===== src/rtl/fpu_pkg.sv =====
// fpu_pkg: shared constants, FSM state type and IEEE-754 single-precision
// field helpers for the sequential floating-point subtractor.
package fpu_pkg;

  localparam int EXP_W   = 8;
  localparam int MAN_W   = 23;
  localparam int FRAC_W  = MAN_W + 1;
  localparam int EXP_MAX = 255;

  localparam logic [31:0] FP_ZERO    = 32'h0000_0000;
  localparam logic [31:0] FP_POS_INF = 32'h7F80_0000;

  typedef enum logic [2:0] {
    IDLE,
    ALIGN,
    ADD,
    NORM,
    DONE
  } fsub_state_t;

  function automatic logic float_sign(input logic [31:0] f);
    return f[31];
  endfunction

  function automatic logic [EXP_W-1:0] float_exp(input logic [31:0] f);
    return f[30:23];
  endfunction

  function automatic logic [MAN_W-1:0] float_man(input logic [31:0] f);
    return f[22:0];
  endfunction

  // Zero magnitude regardless of the sign bit.
  function automatic logic float_is_zero(input logic [31:0] f);
    return (f[30:0] == 31'd0);
  endfunction

endpackage


===== src/rtl/fp_lzc24.sv =====
// fp_lzc24: 24-bit leading-zero counter for the single-cycle normaliser.
// An all-zero input reports 24.
module fp_lzc24 (
  input  logic [fpu_pkg::FRAC_W-1:0] value,
  output logic [4:0]                 count
);

  // Scan from LSB to MSB so the highest set bit has the final say.
  always_comb begin
    count = 5'd24;
    for (int i = 0; i < fpu_pkg::FRAC_W; i++) begin
      if (value[i]) begin
        count = 5'(fpu_pkg::FRAC_W - 1 - i);
      end
    end
  end

endmodule


===== src/rtl/floating_subtractor_seq.sv =====
// floating_subtractor_seq: multi-cycle IEEE-754 single-precision A - B with
// valid/ready handshakes. Pipeline of FSM states IDLE -> ALIGN -> ADD ->
// NORM -> DONE, truncating arithmetic, flush-to-zero on exponent underflow.
// Build option: define FSUB_FAST_NORM_EN for a one-cycle NORM using a
// leading-zero counter and barrel shift; default is a 1-bit-per-cycle shifter.
module floating_subtractor_seq #(
  parameter int EXP_W = fpu_pkg::EXP_W,
  parameter int MAN_W = fpu_pkg::MAN_W
) (
  input  logic                 clk,
  input  logic                 reset,
  input  logic                 in_valid,
  output logic                 in_ready,
  input  logic [EXP_W+MAN_W:0] A,
  input  logic [EXP_W+MAN_W:0] B,
  output logic                 out_valid,
  input  logic                 out_ready,
  output logic [EXP_W+MAN_W:0] result
);
  import fpu_pkg::*;

  localparam int DW = EXP_W + MAN_W + 1;
  localparam int FW = MAN_W + 1;
  localparam logic [EXP_W-1:0] FW_E     = EXP_W'(FW);
  localparam logic [EXP_W-1:0] EXP_ALL1 = EXP_W'(EXP_MAX);
  localparam logic [EXP_W-1:0] EXP_TWO  = EXP_W'(2);

  fsub_state_t      state;
  logic [DW-1:0]    a_reg;
  logic [DW-1:0]    b_reg;      // already carries the inverted sign (B')
  logic [DW-1:0]    result_reg;
  logic [FW-1:0]    fa_reg;
  logic [FW-1:0]    fb_reg;
  logic [FW-1:0]    frac_reg;
  logic [EXP_W-1:0] exp_reg;
  logic             sign_reg;
  logic             a_big_reg;
  logic             in_ready_reg;
  logic             out_valid_reg;

  // Unpack and alignment terms, evaluated from the latched operands.
  logic [EXP_W-1:0] exp_a, exp_b, diff_ab, diff_ba, exp_max;
  logic [FW-1:0]    man_a, man_b, man_a_al, man_b_al;
  logic             zero_a, zero_b, a_big;

  // Add/subtract terms, evaluated from the aligned fractions.
  logic [FW:0]      sum;
  logic [FW-1:0]    mag_diff;
  logic [EXP_W-1:0] exp_inc;
  logic             same_sign;

  // Unpack both operands, pick the common exponent and right-align the smaller one.
  always_comb begin
    exp_a    = a_reg[DW-2 -: EXP_W];
    exp_b    = b_reg[DW-2 -: EXP_W];
    man_a    = {1'b1, a_reg[MAN_W-1:0]};
    man_b    = {1'b1, b_reg[MAN_W-1:0]};
    zero_a   = (a_reg[DW-2:0] == '0);
    zero_b   = (b_reg[DW-2:0] == '0);
    diff_ab  = exp_a - exp_b;
    diff_ba  = exp_b - exp_a;
    exp_max  = exp_a;
    man_a_al = man_a;
    man_b_al = man_b;
    if (exp_a >= exp_b) begin
      man_b_al = (diff_ab >= FW_E) ? '0 : (man_b >> diff_ab);
    end else begin
      exp_max  = exp_b;
      man_a_al = (diff_ba >= FW_E) ? '0 : (man_a >> diff_ba);
    end
    // Magnitude order on unshifted values; a full tie favours A.
    a_big = (exp_a > exp_b) || ((exp_a == exp_b) && (man_a >= man_b));
  end

  // Effective add or magnitude subtract of the aligned fractions.
  always_comb begin
    sum       = {1'b0, fa_reg} + {1'b0, fb_reg};
    mag_diff  = a_big_reg ? (fa_reg - fb_reg) : (fb_reg - fa_reg);
    exp_inc   = exp_reg + 1'b1;
    same_sign = (a_reg[DW-1] == b_reg[DW-1]);
  end

`ifdef FSUB_FAST_NORM_EN
  logic [4:0]       lz_count;
  logic [FW-1:0]    norm_frac;
  logic [EXP_W-1:0] norm_exp;
  logic             norm_flush;

  fp_lzc24 u_lzc (
    .value (frac_reg),
    .count (lz_count)
  );

  // Whole normalisation in one step; flush when the shift would take exp below 1.
  always_comb begin
    norm_frac  = frac_reg << lz_count;
    norm_exp   = exp_reg - EXP_W'(lz_count);
    norm_flush = (lz_count != 5'd0) && (EXP_W'(lz_count) >= exp_reg);
  end
`endif

  // Control FSM and datapath registers; all outputs come straight from here.
  always_ff @(posedge clk) begin
    if (reset) begin
      state         <= IDLE;
      in_ready_reg  <= 1'b1;
      out_valid_reg <= 1'b0;
      result_reg    <= FP_ZERO;
      a_reg         <= '0;
      b_reg         <= '0;
      fa_reg        <= '0;
      fb_reg        <= '0;
      frac_reg      <= '0;
      exp_reg       <= '0;
      sign_reg      <= 1'b0;
      a_big_reg     <= 1'b0;
    end else begin
      case (state)
        IDLE: begin
          if (in_valid) begin
            a_reg        <= A;
            b_reg        <= {~B[DW-1], B[DW-2:0]};
            in_ready_reg <= 1'b0;
            state        <= ALIGN;
          end
        end
        ALIGN: begin
          if (zero_b) begin
            result_reg    <= a_reg;
            out_valid_reg <= 1'b1;
            state         <= DONE;
          end else if (zero_a) begin
            result_reg    <= b_reg;
            out_valid_reg <= 1'b1;
            state         <= DONE;
          end else begin
            exp_reg   <= exp_max;
            fa_reg    <= man_a_al;
            fb_reg    <= man_b_al;
            a_big_reg <= a_big;
            state     <= ADD;
          end
        end
        ADD: begin
          if (same_sign) begin
            sign_reg <= a_reg[DW-1];
            if (sum[FW]) begin
              if (exp_inc == EXP_ALL1) begin
                result_reg    <= {a_reg[DW-1], EXP_ALL1, {MAN_W{1'b0}}};
                out_valid_reg <= 1'b1;
                state         <= DONE;
              end else begin
                frac_reg <= sum[FW:1];
                exp_reg  <= exp_inc;
                state    <= NORM;
              end
            end else begin
              frac_reg <= sum[FW-1:0];
              state    <= NORM;
            end
          end else begin
            sign_reg <= a_big_reg ? a_reg[DW-1] : b_reg[DW-1];
            frac_reg <= mag_diff;
            state    <= NORM;
          end
        end
        NORM: begin
`ifdef FSUB_FAST_NORM_EN
          if (frac_reg == '0) begin
            result_reg <= FP_ZERO;
          end else if (norm_flush) begin
            result_reg <= {sign_reg, {(DW-1){1'b0}}};
          end else begin
            result_reg <= {sign_reg, norm_exp, norm_frac[MAN_W-1:0]};
          end
          out_valid_reg <= 1'b1;
          state         <= DONE;
`else
          if (frac_reg == '0) begin
            // Exact cancellation always yields +0.
            result_reg    <= FP_ZERO;
            out_valid_reg <= 1'b1;
            state         <= DONE;
          end else if (frac_reg[FW-1]) begin
            result_reg    <= {sign_reg, exp_reg, frac_reg[MAN_W-1:0]};
            out_valid_reg <= 1'b1;
            state         <= DONE;
          end else if (exp_reg < EXP_TWO) begin
            // No exponent headroom left for another shift: flush to signed zero.
            result_reg    <= {sign_reg, {(DW-1){1'b0}}};
            out_valid_reg <= 1'b1;
            state         <= DONE;
          end else begin
            frac_reg <= frac_reg << 1;
            exp_reg  <= exp_reg - 1'b1;
          end
`endif
        end
        DONE: begin
          if (out_ready) begin
            out_valid_reg <= 1'b0;
            in_ready_reg  <= 1'b1;
            state         <= IDLE;
          end
        end
        default: begin
          state <= IDLE;
        end
      endcase
    end
  end

  assign in_ready  = in_ready_reg;
  assign out_valid = out_valid_reg;
  assign result    = result_reg;

endmodule


===== config.mk =====
export PLATFORM = sky130hd
export DESIGN_NAME = floating_subtractor_seq
export DESIGN_NICKNAME = d
export VERILOG_FILES = /design/src/rtl/fpu_pkg.sv /design/src/rtl/fp_lzc24.sv /design/src/rtl/floating_subtractor_seq.sv
export SDC_FILE = /design/constraint.sdc
export NUM_CORES = 1
export LEC_CHECK = 0
export BUFFER_PORTS_ARGS = -buffer_cell sky130_fd_sc_hd__clkbuf_2
export CORE_ASPECT_RATIO = 1.25
export CORE_MARGIN = 1
export CORE_UTILIZATION = 35
export CTS_BUF_LIST = sky130_fd_sc_hd__clkbuf_4 sky130_fd_sc_hd__clkbuf_8
export DETAILED_ROUTE_END_ITERATION = 12
export PLACE_DENSITY = 0.63
export SLEW_MARGIN = 20
export SYNTH_ARGS = -nofsm -noshare
export SYNTH_HDL_FRONTEND = slang
export SYNTH_SLANG_ARGS = --single-unit

===== constraint.sdc =====
create_clock -name clk -period 3.1 [get_ports clk]
set_input_delay 0.31 -clock clk [delete_from_list [all_inputs] [get_ports clk]]
set_output_delay 0.31 -clock clk [all_outputs]
set_load 0.05 [all_outputs]

== Yosys cells after proc, flatten, opt, wreduce, memory -nomap -nowiden ==
Cells that the tools add are included.

* Bits in read-only memories: 0
* Output and inout port bits: 34
* Latch bits: 0
* RAM bits: 0
* Bits in registers: 183
* Memories kept: 0
* Input port bits: 68
* Word-level logic and storage cells: 128

* Add/subtract/negate cells: 7
* Equality and inequality tests: 21
* Bitwise gates (word level): 3
* $mul: 0
* Muxes and demuxes: 57
* Reduce and logical (&&, ||, !) cells: 19
* Magnitude comparators: 6
* Divide/modulo/power cells: 0
* Shifts and indexed selects: 2

{| class="wikitable"
|+ Operator list
! cell !! number
|-
| two-way mux 24 bit || 11
|-
| two-way mux 32 bit || 8
|-
| one-hot mux 32 bit (3 select lines) || 1
|-
| two-way mux 8 bit || 9
|-
| zero test 31 bit || 2
|-
| one-hot mux 24 bit (2 select lines) || 1
|-
| right shift 24 x 8 -> 24 bit || 2
|-
| subtractor 24 bit || 2
|-
| two-way mux 3 bit || 10
|-
| adder 24 x 24 -> 25 bit || 1
|-
| greater-or-equal comparator 24 bit || 1
|-
| zero test 24 bit || 1
|-
| one-hot mux 8 bit (3 select lines) || 1
|-
| != test 2 bit (second input constant) || 11
|-
| greater-or-equal comparator 8 x 5 -> 1 bit (second input constant) || 2
|-
| subtractor 8 bit || 2
|-
| one-hot mux 3 bit (5 select lines) || 1
|-
| two-way mux 1 bit || 13
|-
| AND reduction 3 bit || 4
|-
| AND reduction 9 bit || 1
|-
| adder 8 x 1 -> 8 bit (second input constant) || 1
|-
| equality test 8 bit || 1
|-
| equality test 8 bit (second input constant) || 1
|-
| greater-or-equal comparator 8 bit || 1
|-
| other kinds (22) || 27
|}

== Logic depth before layout (Yosys ltp) ==
* Depth in word-level cells: 6
* Mapped depth: 15
* Mapped depth without buffers: 13

== Worst setup path before layout ==
No wires, ideal clock.

* Kind: register to register
* From: register a_reg[23]
* To: register fb_reg[5]
* Stages on the path, launching flop included: 15
* Setup time: 0.095 ns
* Clock period less this slack: 3.018 ns
* Required time: 3.005 ns
* Buffers on the path: 2
* Arrival: 2.922 ns
* Path slack: 0.082 ns
* Cell sequence: dfxtp_1 -> inv_1 -> ha_1 -> inv_1 -> fa_1 -> a21o_1 -> a21oi_1 -> o21bai_1 -> a2111oi_2 -> o31a_1 -> and4_1 -> clkbuf_2 -> buf_2 -> o211ai_1 -> a221oi_1

* Cells in the longest elaborated chain, start to end: 4
* Elaborated cells on any way between the ends: 9
* Classes of those cells: add/sub: 1; order compare: 2; shift: 1; mux: 2; bitwise: 1; reduce/logical: 2

{| class="wikitable"
|+ RTL lines
! item !! line !! source
|-
| from (decl) || floating_subtractor_seq.sv:29 || <nowiki>logic [DW-1:0] a_reg;</nowiki>
|-
| from (signal assigned) || floating_subtractor_seq.sv:109 || <nowiki>a_reg <= '0;</nowiki>
|-
| from (signal assigned) || floating_subtractor_seq.sv:121 || <nowiki>a_reg <= A;</nowiki>
|-
| subtractor 8 bit || floating_subtractor_seq.sv:60 || <nowiki>diff_ab = exp_a - exp_b;</nowiki>
|-
| right shift 24 x 8 -> 24 bit / greater-or-equal comparator 8 x 5 -> 1 bit (equally long branches) || floating_subtractor_seq.sv:66 || <nowiki>man_b_al = (diff_ab >= FW_E) ? '0 : (man_b >> diff_ab);</nowiki>
|-
| two-way mux 24 bit || floating_subtractor_seq.sv:66 ||
|-
| two-way mux 24 bit || floating_subtractor_seq.sv:65 || <nowiki>if (exp_a >= exp_b) begin</nowiki>
|-
| to (signal assigned) || floating_subtractor_seq.sv:139 || <nowiki>fb_reg <= man_b_al;</nowiki>
|-
| to (decl) || floating_subtractor_seq.sv:33 || <nowiki>logic [FW-1:0] fb_reg;</nowiki>
|}

Several ways; a longest one is shown, not always the timed one.
A chain may end at the register's enable or synchronous reset.

== Worst setup path after layout ==
* From: register fb_reg[0]
* To: register result_reg[19] (netlist: result[19])

* Cells in the longest elaborated chain, start to end: 3

{| class="wikitable"
|+ RTL lines
! item !! line !! source
|-
| adder 24 x 24 -> 25 bit || floating_subtractor_seq.sv:77 || <nowiki>sum = {1'b0, fa_reg} + {1'b0, fb_reg};</nowiki>
|-
| != test 2 bit (no source line) || - ||
|-
| AND reduction 6 bit (no source line) || - ||
|-
| to (signal assigned) || floating_subtractor_seq.sv:129 || <nowiki>result_reg <= a_reg;</nowiki>
|-
| to (signal assigned) || floating_subtractor_seq.sv:133 || <nowiki>result_reg <= b_reg;</nowiki>
|-
| to (signal assigned) || floating_subtractor_seq.sv:149 || <nowiki>result_reg <= {a_reg[DW-1], EXP_ALL1, {MAN_W{1'b0}}};</nowiki>
|-
| to (decl) || floating_subtractor_seq.sv:31 || <nowiki>logic [DW-1:0] result_reg;</nowiki>
|}

Every way passes these cells.

==> results.yml <==
status:
  status: "finished, violations left"
  violations: "negative setup slack"
logic_synthesis:
  syn_area_um2: 15340
  async_flop_share: 0
  ys.flop_type: "dfxtp_1"
  synth-edff-count: 0
  synth_top_cell_area_share: 0.2388
  yosysTopAreaCell: "dfxtp_1"
  synth.distinct_cells: 87
  ys_top_cells_by_area: "dfxtp_1, ha_1, nand2_1"
  ys_warn_count: 0
  ys_ff_latch: 183
  syn_nets: 2298
  syn_area_per_cell_um2: 7.256
  ys_seq_area_frac: 0.2388
  synthCells: 2114
route:
  wl_per_cell_um: 22.32
  first_pass_iters: 6
  antenna_left: 0
  wirelength_um: 68210
  drc: 0
  viasPerCell: 5.796
  dr.first_iter.drc_count: 1550
  via_count: 17710
clock_tree:
  path_clk_slew_ns: 0.11
  numCtsBuffers: 17
  htreeDepth: 4
  cts.sinks: 183
  ctsLongestPathBuffers: 2
  insertion_delay_ns: 0.53
  cts_root_buffer: "clkbuf_8"
  cts_tree: "yes"
placement:
  hpwl_um: 53520
  placement.cell_area_um2: 18580
  gp_congestion: 1.048
  pre_cts_ws_ns: -0.3910
  dp_cells: 2960
  port-buffer-count: 101
floorplan:
  core_area_um2: 43180
  die_x_um: 189.2
  io-pin-count: 102
  die_area_um2: 44670
  dieHeight_um: 236.1
  start_util: 0.3552
  rows: 85
critical_path:
  r2r_start: "fb_reg[0]"
  slowest_stage: "dfxtp_2"
  path_class: "register to register"
  cp.required_ns: 3.54
  cp_max_fo: 8
  path_cells: "ha_4, inv_2, fa_2, o21ba_4, nor3_4, o31a_4, o311ai_4, buf_6, a211oi_4, o21ai_2, a221oi_4, buf_6, clkbuf_16, nor2_2, a211oi_2"
  r2r_slack_ns: -0.12
  cp_data_arrival_time_ns: 3.66
  end_kind: "register"
  r2r_cells: 15
  cp-start-kind: "register"
  max_stage_delay_ns: 0.37
  path_common_cell: "buf_6"
  timing.rr.end: "result[19]"
sta:
  worstMarginPinSlew_ns: 1.015
  slew_viol_final: 0
  skew_ns: 0.02594
  finalHoldViolCount: 0
  slew-limit-headroom: 0.3235
  fin_ws_ns: -0.1190
  finalSetupViolCount: 31
  fin_crit_sh: 1.038
  rsz0062_at_grt: "true"
  tns_ns: -1.321
  finalCriticalPeriod_ns: 3.219
  max_freq_ghz: 0.3107
power_and_ir_drop:
  max-vdd-ir-drop_uv: 566.8
  power_density_nw_per_um2: 1035
  p_leak_nw: 8.746
final_layout:
  instances_no_fill: 3056
  drive_gt1_frac: 0.2774
  diodes: 0
  final_nets: 2663
  final_cell_area_um2: 20530
  area_growth_pct: 33.82
  nFillCells: 4378
grt:
  grt-ovfl-total: 0
  gr-usage-met2: 0.5106
  grt_pass1_wl_um: 101900
  track_usage: 0.2983
  grt_pass1_vias: 17240
  grtUsageMet1: 0.3515
  grt-busiest-layer: "met2"
  grt.met3_usage: 0.03973
  antenna_found_initial: 0
  grt_start_max_net_pins: 87
hold_path:
  hold_path_end: "b_reg[24]"
  min-delay-path-class: "primary input to register"
  whs_path_depth: 3
  hold_start: "B[24]"
run:
  maxCapViolations: 0
cells by family after synthesis:
logic type | synth area share
buffers and inverters | 0.07341
and+or+nand+nor | 0.2021
xor gates and xnor gates | 0.02855
muxes | 0.04960
AOI/OAI and AO/OA | 0.3104
adders and majority gates | 0.09707
DFF | 0.2388
routing by layer:
metal	wire (µm)	vias up
met1	27100	8428
met3	4034	186
met4	4353	0
met5	0	-
li1	-	8367
met2	32720	731
synth_stat cells, types with 38 or more instances:
master and n:
a22oi_1 53, o211ai_1 39, xnor2_1 39, nor2_1 160, nand2_1 330, inv_1 128
a21oi_1 226, clkbuf_1 113, mux2i_1 49, o21ai_0 112, a211oi_1 52, ha_1 111
a221oi_1 38, dfxtp_1 183
layout make-up:
cell class,count,area [µm²],area share
multi-input combinational,1647,11340,0.5524
clock buffer,18,247.7,0.01207
clock inverter,13,158.9,0.007742
sequential,183,3677,0.1792
tap,565,706.9,0.03444
inverter,129,484.2,0.02359
timing repair buffer,501,3913,0.1906
power by group:
group	switching, mW	internal [mW]	total (mW)	leakage (nW)
registers	0.541	2.88	3.42	1.50
logic	9.67	6.42	16.1	7.05
clock network	1.03	0.694	1.73	0.203
worst max-delay path by stage:
stage / cells past startpoint / from / slack (ns) / to
finish: 15 / fb_reg[0] / -0.12 / result[19]
global route: 15 / fb_reg[0] / -0.23 / result[19]
CTS: 13 / fa_reg[0] / -0.05 / frac_reg[16]
detailed placement: 15 / b_reg[23] / -0.39 / fa_reg[0]
global placement: 15 / b_reg[23] / -0.42 / fa_reg[0]
floorplan: 14 / a_reg[23] / 0.08 / fb_reg[5]
per-stage QoR:
step                        util  power, mW  hold slack, ns
after floorplan                -      11.86          0.4057
after global placement    0.4303      17.86          0.4874
after detailed placement  0.4303      17.91          0.4959
after CTS                 0.4581      20.09       0.0002365
after global routing      0.4754      22.46        0.006638
final                     0.4754      21.24         0.01646
critical path, delay by kind of cell (launching register included):
kind / cells / cell delay (ns)
AO/OA/AOI/OAI: 7 / 1.46
AND/OR/NAND/NOR: 2 / 0.21
buffers and inverters: 4 / 0.59
flip-flops: 1 / 0.37
adder cells (fa/ha/maj): 2 / 0.51
timing repair:
item                                    4_1_cts  5_1_grt
endpoints found under the setup margin       96      110
cloned                                        4        5
buffers inserted                              7       15
endpoints found under the hold margin        38        0
hold buffers                                 38        0
pin swaps                                    14       84
resized for setup                            67      140
cells in the final DEF, fill, tap and decap left out, types with 45 or more instances in the layout:
master,count
inv_1,126
a21oi_1,208
a22oi_1,52
buf_4,329
dfxtp_1,174
nor2_1,150
clkbuf_2,100
o21ai_0,96
mux2i_1,45
nand2_1,326
ha_1,103
(Power assumes the default switching activity.)
